===== src/rtl/key_conditioner_if.sv =====
`default_nettype none
// ----------------------------------------------------------------------------
// Module   : key_conditioner_if
// Brief    : Raw key input and conditioned outputs of one push-button channel.
// Revision : 1.0 - initial release
// ----------------------------------------------------------------------------
interface key_conditioner_if;
    logic key_n;
    logic pressed;
    logic press_pulse;
    logic release_pulse;
    logic long_pulse;

    modport master (
        output key_n,
        input  pressed,
        input  press_pulse,
        input  release_pulse,
        input  long_pulse
    );

    modport slave (
        input  key_n,
        output pressed,
        output press_pulse,
        output release_pulse,
        output long_pulse
    );
endinterface
`default_nettype wire


===== src/rtl/key_conditioner.sv =====
`default_nettype none
// ----------------------------------------------------------------------------
// Module   : key_conditioner
// Brief    : Synchronise, debounce and pulse-encode one active-low push-button.
// Revision : 1.0 - initial release
// ----------------------------------------------------------------------------
module key_conditioner #(
    parameter int DEBOUNCE_CYCLES = 1000000,
    parameter int LONG_CYCLES     = 50000000
) (
    input  wire logic         clk,
    input  wire logic         reset,
    key_conditioner_if.slave  kif
);

    localparam int DW = $clog2(DEBOUNCE_CYCLES);
    localparam int LW = $clog2(LONG_CYCLES + 1);
    localparam logic [DW-1:0] c_DEB_LAST  = DW'(DEBOUNCE_CYCLES - 1);
    localparam logic [LW-1:0] c_LONG_LAST = LW'(LONG_CYCLES - 1);

    localparam logic [2:0] S_IDLE         = 3'd0;
    localparam logic [2:0] S_PRESS_WAIT   = 3'd1;
    localparam logic [2:0] S_HELD         = 3'd2;
    localparam logic [2:0] S_LONG_HELD    = 3'd3;
    localparam logic [2:0] S_RELEASE_WAIT = 3'd4;

    logic          r_sync1;
    logic          r_sync2;
    logic [2:0]    r_state;
    logic [DW-1:0] r_deb_cnt;
    logic [LW-1:0] r_long_cnt;
    logic          r_from_long;
    logic          r_pressed;
    logic          r_press_pulse;
    logic          r_release_pulse;
    logic          r_long_pulse;

    always_ff @(posedge clk) begin
        if (reset) begin
            r_sync1         <= 1'b1;
            r_sync2         <= 1'b1;
            r_state         <= S_IDLE;
            r_deb_cnt       <= '0;
            r_long_cnt      <= '0;
            r_from_long     <= 1'b0;
            r_pressed       <= 1'b0;
            r_press_pulse   <= 1'b0;
            r_release_pulse <= 1'b0;
            r_long_pulse    <= 1'b0;
        end else begin
            r_sync1         <= kif.key_n;
            r_sync2         <= r_sync1;
            r_press_pulse   <= 1'b0;
            r_release_pulse <= 1'b0;
            r_long_pulse    <= 1'b0;
            case (r_state)
                S_IDLE: begin
                    if (!r_sync2) begin
                        r_state   <= S_PRESS_WAIT;
                        r_deb_cnt <= '0;
                    end
                end
                S_PRESS_WAIT: begin
                    if (r_sync2) begin
                        r_state <= S_IDLE;
                    end else if (r_deb_cnt == c_DEB_LAST) begin
                        r_state       <= S_HELD;
                        r_press_pulse <= 1'b1;
                        r_pressed     <= 1'b1;
                        r_long_cnt    <= '0;
                    end else begin
                        r_deb_cnt <= r_deb_cnt + DW'(1);
                    end
                end
                // A high sample freezes the hold count until the release resolves.
                S_HELD: begin
                    if (r_sync2) begin
                        r_state     <= S_RELEASE_WAIT;
                        r_deb_cnt   <= '0;
                        r_from_long <= 1'b0;
                    end else if (r_long_cnt == c_LONG_LAST) begin
                        r_state      <= S_LONG_HELD;
                        r_long_pulse <= 1'b1;
                        r_long_cnt   <= r_long_cnt + LW'(1);
                    end else begin
                        r_long_cnt <= r_long_cnt + LW'(1);
                    end
                end
                S_LONG_HELD: begin
                    if (r_sync2) begin
                        r_state     <= S_RELEASE_WAIT;
                        r_deb_cnt   <= '0;
                        r_from_long <= 1'b1;
                    end
                end
                S_RELEASE_WAIT: begin
                    if (!r_sync2) begin
                        r_state <= r_from_long ? S_LONG_HELD : S_HELD;
                    end else if (r_deb_cnt == c_DEB_LAST) begin
                        r_state         <= S_IDLE;
                        r_release_pulse <= 1'b1;
                        r_pressed       <= 1'b0;
                    end else begin
                        r_deb_cnt <= r_deb_cnt + DW'(1);
                    end
                end
                default: r_state <= S_IDLE;
            endcase
        end
    end

    assign kif.pressed       = r_pressed;
    assign kif.press_pulse   = r_press_pulse;
    assign kif.release_pulse = r_release_pulse;
    assign kif.long_pulse    = r_long_pulse;

endmodule
`default_nettype wire


===== src/flat_wrapper.sv =====
// flat-port wrapper written by rule: the top's interface ports become plain ports
module key_conditioner_flat 
#(
    parameter int DEBOUNCE_CYCLES = 1000000,
    parameter int LONG_CYCLES     = 50000000
)
  (clk, reset, kif_key_n, kif_pressed, kif_press_pulse, kif_release_pulse, kif_long_pulse);
  key_conditioner_if kif_i ();
  input  wire logic clk;
  input  wire logic reset;
  input wire logic [$bits(kif_i.key_n)-1:0] kif_key_n;
  output wire logic [$bits(kif_i.pressed)-1:0] kif_pressed;
  output wire logic [$bits(kif_i.press_pulse)-1:0] kif_press_pulse;
  output wire logic [$bits(kif_i.release_pulse)-1:0] kif_release_pulse;
  output wire logic [$bits(kif_i.long_pulse)-1:0] kif_long_pulse;
  assign kif_i.key_n = kif_key_n;
  assign kif_pressed = kif_i.pressed;
  assign kif_press_pulse = kif_i.press_pulse;
  assign kif_release_pulse = kif_i.release_pulse;
  assign kif_long_pulse = kif_i.long_pulse;
  key_conditioner #(.DEBOUNCE_CYCLES(DEBOUNCE_CYCLES), .LONG_CYCLES(LONG_CYCLES)) u_core (.clk(clk), .reset(reset), .kif(kif_i));
endmodule

===== config.mk =====
export PLATFORM = sky130hd
export DESIGN_NAME = key_conditioner_flat
export DESIGN_NICKNAME = d
export VERILOG_FILES = /design/src/rtl/key_conditioner_if.sv /design/src/rtl/key_conditioner.sv /design/src/flat_wrapper.sv
export SDC_FILE = /design/constraint.sdc
export NUM_CORES = 1
export LEC_CHECK = 0
export CAP_MARGIN = 5
export CORE_MARGIN = 3
export CORE_UTILIZATION = 35
export CTS_CLUSTER_SIZE = 40
export DETAILED_ROUTE_END_ITERATION = 10
export GPL_TIMING_DRIVEN = 0
export HOLD_SLACK_MARGIN = 0.15
export SYNTH_ARGS = -nofsm -noshare
export SYNTH_HDL_FRONTEND = slang
export SYNTH_SLANG_ARGS = --single-unit

===== constraint.sdc =====
create_clock -name clk -period 2.5 [get_ports clk]
set_clock_uncertainty 0.2 [all_clocks]
set_input_delay 0.625 -clock clk [delete_from_list [all_inputs] [get_ports clk]]
set_output_delay 0.625 -clock clk [all_outputs]
set_load 0.03 [all_outputs]

Word level (Yosys, flattened, before mapping)
Cells that the tools add are included.
Widths: inputs -> output; s select.

storage, ports and cells
  register bits = 56
  latch bits = 0
  bits in writable memories = 0
  ROM bits = 0
  bits of input ports = 3
  output and inout port bits = 4
  word-level logic and storage cells = 78
  memories kept = 0

operators by class
  $add $sub $neg = 2
  multipliers = 0
  divide/modulo/power cells = 0
  $lt $le $gt $ge = 0
  equal/unequal tests = 18
  shift-type cells = 0
  mux-type cells = 30
  bitwise gates (word level) = 4
  reductions and logical operators = 14

operators with widths
  kind                   number
  $mux 20                5
  $pmux 20 s4            1
  $mux 26                3
  $pmux 26 s2            1
  $add 26x1->26 const B  1
  $eq 26x26->1 const B   1
  $mux 3                 8
  $add 20x1->20 const B  1
  $eq 20x20->1 const B   1
  $pmux 3 s5             1
  $reduce_and 5->1       3
  $ne 2x1->1 const B     6
  $mux 1                 9
  $reduce_or 3->1        3
  $eq 3x2->1 const B     2
  $ne 2x2->1 const B     3
  $ne 3x1->1 const B     2
  $reduce_bool 2->1      3
  $not 1->1              4
  $pmux 1 s2             2
  $reduce_and 4->1       1
  $reduce_bool 4->1      1
  $eq 3x1->1 const B     1
  $eq 3x3->1 const B     1
  4 further kinds        4

Depth between registers and ports, before layout
Gate-level depths: netlist of run 1.

  word-level depth = 4
  gate-level depth with buffers = 8
  gate-level depth less buffers = 6

Least setup slack after synthesis of run 1
No wires, ideal clock.

  path kind = register to register
  start point = register u_core.r_deb_cnt[7]
  end point = register u_core.r_long_cnt[12]
  setup time = 0.070 ns
  arrival time = 2.227 ns
  data required time = 2.230 ns
  setup slack = 0.003 ns
  cell stages (with the launch flop) = 7
  path buffers = 1
  clock period less this slack = 2.497 ns
  cells stage by stage = dfxtp_1 buf_6 or4b_4 or4_1 o21a_1 or4_1 a21oi_1

on the way
  word-level cells in the longest chain between the ends = 3

RTL lines
  item                               RTL line                RTL
  start: declaration                 key_conditioner.sv:30   logic [DW-1:0] r_deb_cnt;
  start signal: assignment           key_conditioner.sv:72   r_deb_cnt <= r_deb_cnt + DW'(1);
  start signal: assignment           key_conditioner.sv:104  r_deb_cnt <= r_deb_cnt + DW'(1);
  $eq 20x20->1                       key_conditioner.sv:66   end else if (r_deb_cnt == c_DEB_LAST) begin
  $ne 2x1->1 (no source line)        n/a
  $reduce_and 4->1 (no source line)  n/a
  end signal: assignment             key_conditioner.sv:84   r_long_cnt <= r_long_cnt + LW'(1);
  end signal: assignment             key_conditioner.sv:86   r_long_cnt <= r_long_cnt + LW'(1);
  end: declaration                   key_conditioner.sv:31   logic [LW-1:0] r_long_cnt;

Every way passes these cells.
A chain may end at the register's enable or synchronous reset.

Final worst setup path of run 1
  start point = register u_core.r_deb_cnt[1]
  end point = register u_core.r_deb_cnt[9]

on the way
  word-level cells in the longest chain between the ends = 4
  elaborated cells between the ends (all ways) = 6
  classes of those cells = add/sub: 1; eq/ne: 1; mux: 4

RTL lines
  item                                                  RTL line                                      RTL
  $add 20x1->20 / $eq 20x20->1 (equally long branches)  n/a
  $mux 20 (*)                                           key_conditioner.sv:66, key_conditioner.sv:99
  $mux 20 (on tied branches)                            key_conditioner.sv:97, key_conditioner.sv:64
  $pmux 20 s4 (*)                                       key_conditioner.sv:56                         case (r_state)

Every way passes the cells marked *; elsewhere a longest branch is shown, timed or not. The select of a mux whose other input is x is not followed.

==> results of run 1 <==
-- layout by cell type, fill, tap and decap left out, drive strengths merged, types with 11 or more instances in the layout --
cell type  count
dfxtp         56
nand2         37
buf           32
inv           13
nand3         19
a21oi         25
nor2          17
a311oi        15
o21ai         14
nand4         13
or4           16
clkbuf        18
nand2b        11
-- synthesized netlist by cell type, types with 2 or more instances --
master / count / area (um^2)
nor4b_1: 2 / 17.5
o21a_1: 3 / 22.5
buf_2: 4 / 20.0
a211oi_1: 5 / 37.5
inv_1: 13 / 48.8
a41oi_1: 6 / 52.6
o211ai_1: 4 / 30.0
nand2b_1: 11 / 68.8
nor2_1: 17 / 63.8
xnor2_1: 2 / 17.5
nand2_1: 37 / 139
a31o_2: 2 / 17.5
nand4b_1: 2 / 17.5
o31ai_1: 8 / 60.1
a311oi_1: 15 / 131
mux2i_1: 8 / 80.1
or4_1: 14 / 105
and4_1: 3 / 26.3
clkbuf_1: 17 / 63.8
and3_1: 6 / 37.5
a21oi_1: 25 / 125
o21ai_0: 13 / 65.1
or4_4: 2 / 22.5
nand3_1: 19 / 95.1
nor3_1: 7 / 35.0
dfxtp_1: 56 / 1120
or3_1: 9 / 56.3
ha_1: 2 / 25.0
a31oi_1: 6 / 37.5
nor2b_1: 2 / 12.5
nand4_1: 13 / 81.3
and2_1: 4 / 25.0
nor4_1: 8 / 50.1
or2_2: 4 / 25.0
a211o_1: 4 / 35.0
-- layer usage --
layer  up-vias  share of wire
met5         -              0
met4         0          0.020
met3        15          0.035
met2        81           0.48
met1      1481           0.46
li1       1488              -
-- what timing repair did --
item,CTS,global route
resized for setup,40,62
cloned,1,2
setup buffers,13,10
endpoints found under the setup margin,48,46
pin swaps,18,20
-- through the flow --
step                      hold slack [ns]  worst slack (ns)  TNS [ns]
final                               0.214           -0.0214    -0.113
after global routing                0.237           -0.0910     -1.36
after CTS                           0.218           -0.0421   -0.0918
after detailed placement            0.195            -0.506    -15.82
after global placement              0.194            -0.453    -12.38
after floorplan                     0.189           0.00295         0
-- cells by family after synthesis --
| family | Yosys count | share of synthesized area |
|---|---|---|
| compound gates | 100 | 0.227 |
| xor+xnor | 3 | 0.00864 |
| fa+ha+maj | 2 | 0.00823 |
| buf+inv | 36 | 0.0485 |
| flops | 56 | 0.369 |
| mux | 9 | 0.0300 |
| simple gates | 165 | 0.309 |
-- power groups by stage --
stage	clock, uW	sequential [uW]	combinational (uW)
floorplan	0	920	37.2
global placement	0	918	59.1
detailed placement	0	918	59.7
CTS	614	895	63.6
global route	649	892	81.9
finish	596	891	75.7
-- path summary, 6_finish.rpt --
path / startpoint / endpoint / slack [ns]
max: u_core.r_deb_cnt[1] / u_core.r_deb_cnt[9] / -0.02
max reg2reg: u_core.r_deb_cnt[1] / u_core.r_deb_cnt[9] / -0.02
min reg2reg: u_core.r_sync1 / u_core.r_sync2 / 0.21
min: u_core.r_sync1 / u_core.r_sync2 / 0.21
-- final cells by class --
cell class,count,area (um^2)
buffer,18,146
clock buffer,6,72.6
clock inverter,2,35.0
fill,802,4440
inverter,13,48.8
multi-input combinational,279,2040
sequential,56,1150
tap,105,131
timing repair buffer,31,277
==> reports/metrics.csv, run 1 <==
stage;metric;value;unit
routing;Routed wire per std cell;17.0;um
setup_path;crit end category;register;
yosys;Syn. warnings;0;
clock_tree;clk_lat worst skew;0.31;ns
floorplan;initial core utilization;0.365;
setup_path;Crit-path slowest cell;dfxtp_4;
yosys;Post-synth top flop;dfxtp_1;
power_and_ir_drop;VDD IR max;314;uV
timing;post-route setup slack;-0.0214;ns
grt;vias in the first global route;2767;
setup_path;Crit path depth;10;
final_layout;Layout area overhead;28.2;%
yosys;Syn Area/Cell;8.20;um^2
setup_path;CP bufs+invs;4;
clock_tree;Root Driver;clkbuf_8;
run;max_cap viols;0;
timing;Max Clock Freq;397;MHz
placed_design;Final Wtd Congestion;0.961;
setup_path;Worst R2R Path Depth;10;
yosys;sequential area share after synthesis;0.369;
timing;post-route minimum period;2.52;ns
power_and_ir_drop;Int Power;1210;uW
yosys;Post-synth EDFFs;0;
power_and_ir_drop;combinational power share;0.048;
outcome;violated checks;negative setup slack;
routing;Starting DRT DRC Count;251;
yosys;synthesized area;3040;um^2
timing;Slew Limit Fails;0;
power_and_ir_drop;total power;1560;uW
final_layout;non-filler cells in the finished layout;510;
final_layout;post-route cell area;3900;um^2
final_layout;layout cell share with drive strength beyond 1;0.267;
hold_path;Hold Path Stages;1;
power_and_ir_drop;pwr/cell area;401;nW/um^2
routing;Pre-Repair DR Iteration Count;5;
hold_path;HP Class;register to register;
grt;met2 GRT Util;0.270;
outcome;outcome;finished with violations;
grt;Global Route Usage Sum;0.164;
final_layout;final core occ;0.468;
setup_path;Crit path largest cell delay;0.40;ns
timing;Worst slew margin;0.560;
floorplan;row count;33;
timing;Least-Margin Pin Slew;0.655;ns
yosys;cells after synthesis;371;
floorplan;Total Die Area;9840;um^2
clock_tree;CTS tree;yes;
routing;Total Wirelength;8.68;mm
grt;pin count of the biggest net entering global routing;17;
grt;antenna violations before repair;0;
setup_path;CP arrival;2.54;ns
final_layout;Largest Register;u_core.r_long_cnt;
power_and_ir_drop;register share of total power;0.570;
yosys;Netlist cell types;53;
yosys;asr flop ratio synth;0;
clock_tree;htree depth;2;
grt;M1 GR Usage;0.223;
yosys;syn_nets;376;
setup_path;CP Cell Sequence;ha_4 -> nand4_1 -> buf_4 -> nor4_4 -> buf_4 -> buf_8 -> a211o_1 -> nand3_4 -> buf_6 -> a311oi_2;
setup_path;Critical Path RT;2.51;ns
clock_tree;TritonCTS Buffers;5;
clock_tree;Max Buffers Root-to-Sink;2;
power_and_ir_drop;Sw Ratio;0.223;
placed_design;Placed Cells;481;
setup_path;CP Class;register to register;
clock_tree;clock sink count;56;
routing;ANT nets after route;0;
placed_design;port buffer count;5;
final_layout;max reg flops;26;
final_layout;top flop regs;u_core.r_long_cnt: 26 flops, u_core.r_deb_cnt: 20 flops, u_core.r_state: 3 flops;
final_layout;nets;409;
clock_tree;CTS Hold Buffers Added;0;
setup_path;CP startpoint kind;register;
routing;vias per inst;6.01;
placed_design;hpwl dp;5.53;mm
grt;gr ovfl total;0;
power_and_ir_drop;leak pwr;0.00120;uW
power_and_ir_drop;clock network fraction of design power;0.381;
grt;GR peak layer;met2;
routing;vias post-DR;3065;
timing;Fin. Hold Viols;0;
floorplan;Die X;99.2;um
floorplan;Core Footprint;8340;um^2
setup_path;worst-path fanout max;6;
floorplan;Top Ports;7;
setup_path;most used cell, CP;buf_4;
grt;met3 Use GR;0.0231;
timing;RSZ-0062 raised after global routing;yes;
grt;first-pass GRT wire length;13.5;mm
routing;DRC;0;
floorplan;chip height;99.2;um
clock_tree;Reg clk slew, reported paths;0.10;ns
final_layout;ANT cells;0;
yosys;synthesized flop and latch total;56;
timing;Tcrit/Tclk final;1.01;
setup_path;kind of cell adding the most delay to the critical path;buffers and inverters;
timing;setup violators final;11;
power_and_ir_drop;Psw;349;uW
placed_design;post-place instance area;3220;um^2
Note: power is estimated with default switching activity, not from simulation.
==> run 2: changes to the inputs <==
Settings changed: CAP_MARGIN 5 to 20.
==> results of run 2 <==
Same layout as run 1: the final DEF is identical, and so are final timing and power.
